### src/rtl/absenc_pkg.sv
// ---------------------------------------------------------------------------
// absenc_pkg : shared types and helpers for the absolute-encoder slave
// Rev 1.0
// ---------------------------------------------------------------------------
`default_nettype none

package absenc_pkg;

  typedef enum logic {
    PROT_SSI  = 1'b0,
    PROT_BISS = 1'b1
  } prot_t;

  typedef enum logic [2:0] {
    ST_DISABLED = 3'd0,
    ST_IDLE     = 3'd1,
    ST_ACK      = 3'd2,
    ST_SHIFT    = 3'd3,
    ST_TAIL     = 3'd4
  } state_t;

  // Field currently being driven inside ST_SHIFT; FLD_END means the next rise enters TAIL
  typedef enum logic [2:0] {
    FLD_CDS  = 3'd0,
    FLD_DATA = 3'd1,
    FLD_NE   = 3'd2,
    FLD_NW   = 3'd3,
    FLD_CRC  = 3'd4,
    FLD_END  = 3'd5
  } field_t;

  localparam logic [5:0] CRC6_POLY = 6'h03;

  function automatic logic [5:0] crc6_next(input logic [5:0] crc, input logic din);
    logic fb;
    fb = crc[5] ^ din;
    return {crc[4:0], 1'b0} ^ (fb ? CRC6_POLY : 6'h00);
  endfunction

  function automatic logic [63:0] bin2gray(input logic [63:0] bin);
    return bin ^ (bin >> 1);
  endfunction

endpackage

`default_nettype wire

### src/rtl/absenc_slave_crc6.sv
// ---------------------------------------------------------------------------
// absenc_crc6 : serial CRC6 (x^6+x+1), zero init, one bit per enabled cycle
// Rev 1.0
// ---------------------------------------------------------------------------
`default_nettype none

module absenc_crc6 (
  input  logic       clk_i,
  input  logic       reset_n_i,
  input  logic       clr_i,
  input  logic       en_i,
  input  logic       bit_i,
  output logic [5:0] crc_o
);
  import absenc_pkg::*;

  logic [5:0] crc_d, crc_q;

  always_comb begin
    crc_d = crc_q;
    if (clr_i) begin
      crc_d = 6'h00;
    end else if (en_i) begin
      crc_d = crc6_next(crc_q, bit_i);
    end
  end

  always_ff @(posedge clk_i or negedge reset_n_i) begin
    if (!reset_n_i) begin
      crc_q <= 6'h00;
    end else begin
      crc_q <= crc_d;
    end
  end

  assign crc_o = crc_q;

endmodule

`default_nettype wire

### src/rtl/absenc_slave.sv
// ---------------------------------------------------------------------------
// absenc_slave : SSI / BiSS-C absolute-encoder slave transmitter
// Optional ABSENC_GRAY_EN adds a GRAY input selecting Gray-coded position data.
// Rev 1.0
// ---------------------------------------------------------------------------
`default_nettype none

module absenc_slave #(
  parameter int DATA_W      = 32,
  parameter int TMO_W       = 16,
  parameter int SYNC_STAGES = 2
) (
  input  logic              clk_i,
  input  logic              reset_n_i,
  input  logic              enable_i,
  input  logic [DATA_W-1:0] posn_i,
  input  logic              err_i,
  input  logic              warn_i,
  input  logic              clk_in_i,
`ifdef ABSENC_GRAY_EN
  input  logic              GRAY,
`endif
  input  logic              PROTOCOL,
  input  logic [7:0]        BITS,
  input  logic [TMO_W-1:0]  TIMEOUT,
  output logic              data_o,
  output logic              busy_o,
  output logic              frame_done_o,
  output logic [31:0]       frame_cnt_o,
  output logic              proto_err_o
);
  import absenc_pkg::*;

  localparam int IDX_W = ($clog2(DATA_W + 1) < 3) ? 3 : $clog2(DATA_W + 1);

  logic [SYNC_STAGES-1:0] sync_d, sync_q;
  logic prev_d, prev_q, rise_d, rise_q, fall_d, fall_q;

  state_t            state_d, state_q;
  prot_t             proto_d, proto_q, proto_in;
  field_t            fld_d, fld_q;
  logic [IDX_W-1:0]  idx_d, idx_q, bits_eff;
  logic [DATA_W-1:0] shreg_d, shreg_q, masked, field_w, aligned;
  logic              ne_d, ne_q, nw_d, nw_q;
  logic [TMO_W-1:0]  tmo_d, tmo_q, tmo_load;
  logic              data_d, data_q, busy_d, busy_q, done_d, done_q, perr_d, perr_q;
  logic [31:0]       cnt_d, cnt_q;
  logic              crc_clr, crc_en, crc_bit;
  logic [5:0]        crc;

  assign proto_in = prot_t'(PROTOCOL);
  assign tmo_load = (TIMEOUT == '0) ? TMO_W'(1) : TIMEOUT;

  // Synchroniser plus registered edge pulses
  always_comb begin
    sync_d = {sync_q[SYNC_STAGES-2:0], clk_in_i};
    prev_d = sync_q[SYNC_STAGES-1];
    rise_d = sync_q[SYNC_STAGES-1] & ~prev_q;
    fall_d = ~sync_q[SYNC_STAGES-1] & prev_q;
  end

  // Position field as it will be shifted: masked, optionally Gray, MSB left-aligned
  always_comb begin
    if (BITS == 8'd0 || 32'(BITS) > DATA_W) begin
      bits_eff = IDX_W'(DATA_W);
    end else begin
      bits_eff = IDX_W'(BITS);
    end
    masked  = posn_i & ({DATA_W{1'b1}} >> (DATA_W - int'(bits_eff)));
    field_w = masked;
`ifdef ABSENC_GRAY_EN
    if (GRAY) begin
      field_w = DATA_W'(bin2gray(64'(masked)));
    end
`endif
    aligned = field_w << (DATA_W - int'(bits_eff));
  end

  absenc_crc6 u_crc6 (
    .clk_i     (clk_i),
    .reset_n_i (reset_n_i),
    .clr_i     (crc_clr),
    .en_i      (crc_en),
    .bit_i     (crc_bit),
    .crc_o     (crc)
  );

  always_comb begin
    state_d = state_q;
    proto_d = proto_q;
    fld_d   = fld_q;
    idx_d   = idx_q;
    shreg_d = shreg_q;
    ne_d    = ne_q;
    nw_d    = nw_q;
    tmo_d   = tmo_q;
    data_d  = data_q;
    busy_d  = busy_q;
    done_d  = 1'b0;
    perr_d  = perr_q;
    cnt_d   = cnt_q;
    crc_clr = 1'b0;
    crc_en  = 1'b0;
    crc_bit = shreg_q[DATA_W-1];

    if (!enable_i) begin
      state_d = ST_DISABLED;
      data_d  = 1'b0;
      busy_d  = 1'b0;
      perr_d  = 1'b0;
    end else begin
      case (state_q)
        ST_DISABLED: begin
          state_d = ST_IDLE;
          data_d  = 1'b1;
        end
        ST_IDLE: begin
          data_d = 1'b1;
          if ((proto_in == PROT_SSI && fall_q) || (proto_in == PROT_BISS && rise_q)) begin
            proto_d = proto_in;
            shreg_d = aligned;
            ne_d    = ~err_i;
            nw_d    = ~warn_i;
            idx_d   = bits_eff - IDX_W'(1);
            busy_d  = 1'b1;
            crc_clr = 1'b1;
            if (proto_in == PROT_BISS) begin
              state_d = ST_ACK;
              fld_d   = FLD_CDS;
              data_d  = 1'b0;
            end else begin
              state_d = ST_SHIFT;
              fld_d   = FLD_DATA;
            end
          end
        end
        ST_ACK: begin
          if (rise_q) begin
            state_d = ST_SHIFT;
            data_d  = 1'b1;
          end
        end
        ST_SHIFT: begin
          if (rise_q) begin
            case (fld_q)
              FLD_CDS: begin
                data_d = 1'b0;
                fld_d  = FLD_DATA;
              end
              FLD_DATA: begin
                data_d  = shreg_q[DATA_W-1];
                shreg_d = shreg_q << 1;
                crc_en  = 1'b1;
                if (idx_q == '0) begin
                  if (proto_q == PROT_BISS) fld_d = FLD_NE;
                  else                      fld_d = FLD_END;
                end else begin
                  idx_d = idx_q - IDX_W'(1);
                end
              end
              FLD_NE: begin
                data_d  = ne_q;
                crc_en  = 1'b1;
                crc_bit = ne_q;
                fld_d   = FLD_NW;
              end
              FLD_NW: begin
                data_d  = nw_q;
                crc_en  = 1'b1;
                crc_bit = nw_q;
                fld_d   = FLD_CRC;
                idx_d   = IDX_W'(5);
              end
              FLD_CRC: begin
                data_d = ~crc[idx_q[2:0]];
                if (idx_q == '0) fld_d = FLD_END;
                else             idx_d = idx_q - IDX_W'(1);
              end
              default: begin
                state_d = ST_TAIL;
                data_d  = 1'b0;
                tmo_d   = tmo_load;
              end
            endcase
          end
        end
        ST_TAIL: begin
          data_d = 1'b0;
          if (rise_q || fall_q) begin
            tmo_d  = tmo_load;
            perr_d = 1'b1;
          end else if (tmo_q <= TMO_W'(1)) begin
            state_d = ST_IDLE;
            data_d  = 1'b1;
            busy_d  = 1'b0;
            done_d  = 1'b1;
            cnt_d   = cnt_q + 32'd1;
          end else begin
            tmo_d = tmo_q - TMO_W'(1);
          end
        end
        default: begin
          state_d = ST_DISABLED;
          data_d  = 1'b0;
          busy_d  = 1'b0;
        end
      endcase
    end
  end

  // Synchroniser resets high: both protocols idle the master clock high, so no false edge
  always_ff @(posedge clk_i or negedge reset_n_i) begin
    if (!reset_n_i) begin
      sync_q  <= '1;
      prev_q  <= 1'b1;
      rise_q  <= 1'b0;
      fall_q  <= 1'b0;
      state_q <= ST_DISABLED;
      proto_q <= PROT_SSI;
      fld_q   <= FLD_END;
      idx_q   <= '0;
      shreg_q <= '0;
      ne_q    <= 1'b0;
      nw_q    <= 1'b0;
      tmo_q   <= '0;
      data_q  <= 1'b0;
      busy_q  <= 1'b0;
      done_q  <= 1'b0;
      perr_q  <= 1'b0;
      cnt_q   <= 32'd0;
    end else begin
      sync_q  <= sync_d;
      prev_q  <= prev_d;
      rise_q  <= rise_d;
      fall_q  <= fall_d;
      state_q <= state_d;
      proto_q <= proto_d;
      fld_q   <= fld_d;
      idx_q   <= idx_d;
      shreg_q <= shreg_d;
      ne_q    <= ne_d;
      nw_q    <= nw_d;
      tmo_q   <= tmo_d;
      data_q  <= data_d;
      busy_q  <= busy_d;
      done_q  <= done_d;
      perr_q  <= perr_d;
      cnt_q   <= cnt_d;
    end
  end

  assign data_o       = data_q;
  assign busy_o       = busy_q;
  assign frame_done_o = done_q;
  assign frame_cnt_o  = cnt_q;
  assign proto_err_o  = perr_q;

endmodule

`default_nettype wire

### config.mk
export PLATFORM = sky130hd
export DESIGN_NAME = absenc_slave
export DESIGN_NICKNAME = d
export VERILOG_FILES = /design/src/rtl/absenc_pkg.sv /design/src/rtl/absenc_slave_crc6.sv /design/src/rtl/absenc_slave.sv
export SDC_FILE = /design/constraint.sdc
export NUM_CORES = 1
export LEC_CHECK = 0
export ABC_CLOCK_PERIOD_IN_PS = 3300
export CAP_MARGIN = 20
export CORE_ASPECT_RATIO = 1.5
export CORE_MARGIN = 5
export CORE_UTILIZATION = 45
export CTS_CLUSTER_SIZE = 20
export DETAILED_ROUTE_END_ITERATION = 12
export PLACE_DENSITY = 0.68
export SYNTH_ARGS = -nofsm -noshare
export SYNTH_HDL_FRONTEND = slang
export SYNTH_SLANG_ARGS = --single-unit
### constraint.sdc
create_clock -name clk_i -period 3.3 [get_ports clk_i]
set_input_delay 0.99 -clock clk_i [delete_from_list [all_inputs] [get_ports clk_i]]
set_output_delay 0.99 -clock clk_i [all_outputs]
set_load 0.05 [all_outputs]
Yosys cells after proc, flatten, opt, wreduce, memory -nomap -nowiden
Index checks and enable logic that the tools add are counted.

Bitwise gates (word level): 12. Muxes and demuxes: 68. Add/sub/neg operators: 5. Reduce and logical (&&, ||, !) cells: 27. Shifts and indexed selects: 2. Magnitude comparators: 3. Equal/unequal tests: 27.

Operator list (count): two-way mux 32 bit (3); two-way mux 16 bit (5); one-hot mux 32 bit (2 select lines) (1); two-way mux 3 bit (12); two-way mux 6 bit (6); adder 32 x 1 -> 32 bit (second input constant) (1); bitwise AND 32 bit (1); one-hot mux 16 bit (2 select lines) (1); left shift 32 x 32 -> 32 bit (1); right shift 32 x 32 -> 32 bit (first input constant) (1); inequality test 3 bit (second input constant) (10); one-hot mux 3 bit (5 select lines) (2); two-way mux 1 bit (29); one-hot mux 6 bit (2 select lines) (2); less-or-equal comparator 16 x 1 -> 1 bit (second input constant) (1); zero test 16 bit (1); subtractor 16 x 1 -> 16 bit (second input constant) (1); == test 3 x 2 -> 1 bit (second input constant) (4); AND reduction 6 bit (2); subtractor 6 x 1 -> 6 bit (second input constant) (2); AND reduction 5 bit (2); greater-than comparator 8 x 6 -> 1 bit (second input constant) (1); zero test 8 bit (1); inequality test 2 bit (second input constant) (4); 30 further kinds (50).

Input port bits: 63. Register bits: 110. Word-level logic and storage cells: 162. Output and inout port bits: 36.

Logic depth before layout (Yosys ltp)
Depth in word-level cells: 10. Gate-level depth with buffers: 16. Mapped depth without buffers: 11.

By module
Synthesis repeated with hierarchy kept, for this count alone.

Cells, all modules: 997. Area, all modules: 8070.2 um^2.

By module, submodules not included: absenc_slave (times used 1, area an instance 7801.2 um^2, sequential area each 2608.8 um^2, cells an instance 974); absenc_crc6 (times used 1, area an instance 269.0 um^2, sequential area each 150.1 um^2, cells an instance 23).

Worst setup path before layout
Ideal clock, no wire load.

Kind: input to register. Start point: input port BITS[5]. End point: register shreg_q[31]. Required time: 3.167 ns. Buffers on the path: 4. Setup slack: -1.438 ns. Setup time: 0.133 ns. Arrival: 4.605 ns. Cell stages on the path: 15. Path through: buf_6 -> nor4b_1 -> inv_2 -> clkbuf_1 -> ha_1 -> clkbuf_8 -> or4_1 -> or2_1 -> clkbuf_8 -> and3_2 -> a32o_1 -> a222oi_1 -> mux2i_1 -> a2111oi_2 -> nor4_1.

Word-level cells in the longest chain between the ends: 9. Elaborated cells between the ends (all ways): 10. Those cells by class: 1 x add/sub; 1 x order compare; 2 x shift; 3 x mux; 1 x bitwise; 2 x reduce/logical.

RTL lines: start, declared (line absenc_slave.sv:24) `input logic [7:0] BITS,`; greater-than comparator 8 x 6 -> 1 bit / zero test 8 bit (equally long branches) (line absenc_slave.sv:64) `if (BITS == 8'd0 || 32'(BITS) > DATA_W) begin`; logical OR 1 bit (line absenc_slave.sv:64); two-way mux 6 bit * (line absenc_slave.sv:64); subtractor 6 x 6 -> 7 bit * (line absenc_slave.sv:69, absenc_slave.sv:76); right shift 32 x 32 -> 32 bit (line absenc_slave.sv:69) `masked = posn_i & ({DATA_W{1'b1}} >> (DATA_W - int'(bits_eff)));`; bitwise AND 32 bit (line absenc_slave.sv:69); left shift 32 x 32 -> 32 bit * (line absenc_slave.sv:76) `aligned = field_w << (DATA_W - int'(bits_eff));`; two-way mux 32 bit * (line absenc_slave.sv:119) `if ((proto_in == PROT_SSI && fall_q) || (proto_in == PROT_BISS && rise_q)) begin`; one-hot mux 32 bit (2 select lines) * (line absenc_slave.sv:112) `case (state_q)`; end signal, assigned (line absenc_slave.sv:240) `shreg_q <= shreg_d;`; end, declared (line absenc_slave.sv:43) `logic [DATA_W-1:0] shreg_d, shreg_q, masked, field_w, aligned;`.

Every way passes the cells marked *; elsewhere a longest branch is shown, timed or not. The select of a mux whose other input is x is not followed. A chain may end at the register's enable or synchronous reset.

Final worst setup path
Start point: input port BITS[7]. End point: register shreg_q[26].

Word-level cells in the longest chain between the ends: 9. Elaborated cells between the ends (all ways): 10. Those cells by class: 1 x add/sub; 1 x order compare; 2 x shift; 3 x mux; 1 x bitwise; 2 x reduce/logical.

RTL lines (line): greater-than comparator 8 x 6 -> 1 bit / zero test 8 bit (equally long branches) (absenc_slave.sv:64); logical OR 1 bit * (absenc_slave.sv:64); two-way mux 6 bit * (absenc_slave.sv:64); subtractor 6 x 6 -> 7 bit * (absenc_slave.sv:69, absenc_slave.sv:76); right shift 32 x 32 -> 32 bit (absenc_slave.sv:69); bitwise AND 32 bit (absenc_slave.sv:69); left shift 32 x 32 -> 32 bit * (absenc_slave.sv:76); two-way mux 32 bit * (absenc_slave.sv:119); one-hot mux 32 bit (2 select lines) * (absenc_slave.sv:112).

Marks and branches as above.

==> impl_metrics.yaml <==
outcome:
  outcome: "finished with violations"
  violations: "setup timing"
yosys:
  yosysUniqueCellTypes: 96
  syn_area_um2: 8330
  synth_edf_count: 0
  synthFlopType: "dfrtp_1"
  yosys.area.top_type: "dfrtp_1"
  ys_ff_latch: 110
  yosysWarnings: 0
  synthArstFlopShare_pct: 100
  syn_inst: 1021
  ys_seq_area_share_pct: 33.1
  synth.avg_cell_area_um2: 8.16
  synth_top_area_share_pct: 31.5
  synth_area_leaders: "dfrtp_1, o21ai_0, nor2_1"
  syn_nets: 1090
placement:
  dp_hpwl_um: 22700
  place_congestion: 0.973
  port_buffers: 98
  post_dp_cell_area_um2: 10900
  post-place-ws_ns: -1.21
grt:
  busiest_layer: "met2"
  grt_max_degree: 47
  grt_overflow: 0
  grtUsageMet2_pct: 48.8
  track_usage_pct: 27.0
  grt_pass1_wl_um: 46500
  grt_antenna_before_repair: 0
  grt_util_met1_pct: 28.6
  gr-usage-met3_pct: 3.07
  grt_pass1_vias: 9329
sta:
  fin_crit_ns: 3.56
  maxSlewViolCount: 0
  holdWs_ns: 0.363
  period_share_pct: 108
  setup_violations: 22
  skew_ns: 0.0119
  fin_ws_ns: -0.264
  max_slew_margin_pct: 57.2
  rsz0062_at_grt: "yes"
  fmax_ghz: 0.281
  finalHoldViolCount: 0
  tightest_slew_ns: 0.643
worst_setup_path:
  cp.arrival_ns: 3.82
  reg2reg_depth: 8
  r2r-start: "tmo_q[10]"
  cp_data_required_time_ns: 3.56
  cp_common_cell: "buf_4"
  reg2reg_slack_ns: 0.25
  endpoint_kind: "flip-flop"
  crit_path_max_fanout: 6
  worstSetupPathType: "in2reg"
  slowest_stage: "or3_4"
  path_cells: "buf_8, buf_4, buf_4, or3_4, buf_4, buf_4, o21a_1, buf_4, nor3_1, a31oi_2, buf_4, nor2_1, nor2_1, a21o_1, a311oi_2"
  startpoint_type: "input pin"
  crit_path_max_incr_delay_ns: 0.40
  worstReg2RegEnd: "frame_cnt_o[27]"
floorplanning:
  num_io_pins: 99
  start_util_pct: 45.3
  die_area_um2: 21400
  dieWidth_um: 121
  die_y_um: 177
  fp.coreArea_um2: 18400
  floorplan.rows: 61
clocking:
  cts_made_buffers: 9
  clkTransAtPathRegs_ns: 0.08
  cts_sinks: 110
  clk_latency_ns: 0.35
  cts.htree.levels: 3
  cts_root_buf: "clkbuf_16"
  clk_path_buf_depth: 2
  holdBufCountCts: 0
  cts_tree: "done"
final_layout:
  synthToLayoutAreaGrowth_pct: 44.6
  fin_util_pct: 65.5
  final_nets: 1348
  design_area_um2: 12100
  n_antenna_cell: 0
  final_common_cell: "buf_4"
  layout_common_cells: "buf_4, dfrtp_1, nor2_1, nand2_1, clkdlybuf4s50_1"
  drive_gt1_share_pct: 31.0
  nFillCells: 1522
hold_path:
  hp-class: "reg2reg"
  min_from: "sync_q[0]"
  holdPathEnd: "sync_q[1]"
  min_path_cells: 0
pwr:
  p_sw_share_pct: 37.7
  vdd_drop_max_uv: 248
  p_comb_share_pct: 39.8
  pwr-share-clk_pct: 21.2
  p_sw_mw: 1.88
  powerDensity_nw_per_um2: 413
  p_seq_share_pct: 38.9
  p_int_mw: 3.11
  leakage_nw: 5.06
flow_run:
  max_cap_viol_count: 0
routing:
  wl_per_cell_um: 19.4
  dr_total_vias: 9296
  drt-total-wl_um: 29800
  vias_per_cell: 6.05
  drc: 0
  antenna_left: 0
  first_iter_violations: 716
  firstDrtPassIters: 5
-- cells by family after synthesis --
family / count (synthesis) / synth area share [%]
and+or+nand+nor: 401 / 24.1
AOI/OAI and AO/OA: 334 / 26.9
DFF: 110 / 33.1
buffers and inverters: 100 / 6.82
xor gates and xnor gates: 37 / 3.98
muxes: 33 / 4.22
adders and majority gates: 6 / 0.901
-- per-layer routing --
metal,routed length (um),vias to the layer above
li1,-,4353
met1,10800,4456
met2,15700,362
met3,1160,125
met4,2140,0
met5,0,-
-- state kept, by name, indices dropped and copies added, names as in the netlist --
name,cells
data_o,1
u_crc6.crc_o,6
busy_o,1
idx_q,6
shreg_q,32
prev_q,1
frame_cnt_o,32
proto_err_o,1
rise_q,1
sync_q,2
ne_q,1
proto_q,1
state_q,3
nw_q,1
fld_q,3
fall_q,1
frame_done_o,1
tmo_q,16
-- power by group through the flow --
stage          combinational (mW)  sequential [mW]  clock, mW
3_3_place_gp                 1.74             1.94          0
3_5_place_dp                 1.77             1.94          0
4_1_cts                      1.88             1.93       1.08
6_report                     1.99             1.94       1.06
5_1_grt                      2.15             1.98       1.13
2_1_floorplan                1.16             1.83          0
-- what timing repair did --
item | CTS | global route
setup endpoints to repair | 33 | 31
pin swaps | 56 | 48
buffers inserted | 19 | 13
gates resized for setup | 117 | 55
-- critical path: cells and delay by family --
family / cells / cell delay [ns]
simple gates: 4 / 1.05
compound gates: 4 / 0.75
buf+inv: 7 / 1.03
-- cells in the mapped netlist (10+ instances only) --
| cell type | n |
|---|---|
| a32oi_1 | 10 |
| nand4_1 | 16 |
| inv_1 | 22 |
| xor2_1 | 17 |
| and3_1 | 16 |
| nor2_1 | 106 |
| a21oi_1 | 59 |
| mux2i_1 | 28 |
| a211oi_1 | 10 |
| dfrtp_1 | 105 |
| nor3_1 | 44 |
| nand2_1 | 102 |
| o31ai_1 | 15 |
| clkbuf_1 | 46 |
| a31oi_1 | 22 |
| a22oi_1 | 11 |
| o21ai_0 | 91 |
| nand3_1 | 39 |
| o22ai_1 | 13 |
| xnor2_1 | 19 |
| buf_6 | 11 |
| nand2b_1 | 13 |
-- cell type report --
cell class,instances,area (um^2),area share (%)
flip-flops and latches,110,2760,22.9
clock buffers,9,225,1.87
multi-input cells,811,5790,48.0
well taps,252,315,2.62
repair buffers,323,2810,23.3
inverters,24,91.3,0.758
clock inverters,7,62.6,0.519
-- worst max path at each step --
stage	depth (start not counted)	from	end
floorplan	15	BITS[6]	shreg_q[15]
global placement	13	BITS[5]	shreg_q[26]
detailed placement	13	BITS[5]	shreg_q[26]
CTS	14	BITS[5]	shreg_q[22]
global route	16	BITS[7]	shreg_q[14]
finish	15	BITS[7]	shreg_q[26]
-- stage by stage --
step	std cells	setup TNS, ns	total power [mW]
final	1536	-2.79	4.98
after global routing	1536	-4.77	5.26
after global placement	1492	-28.93	3.68
after CTS	1525	-2.32	4.89
after floorplan	1021	-15.78	2.98
after detailed placement	1492	-29.91	3.72
No activity file was read; power rests on OpenSTA's default activity.
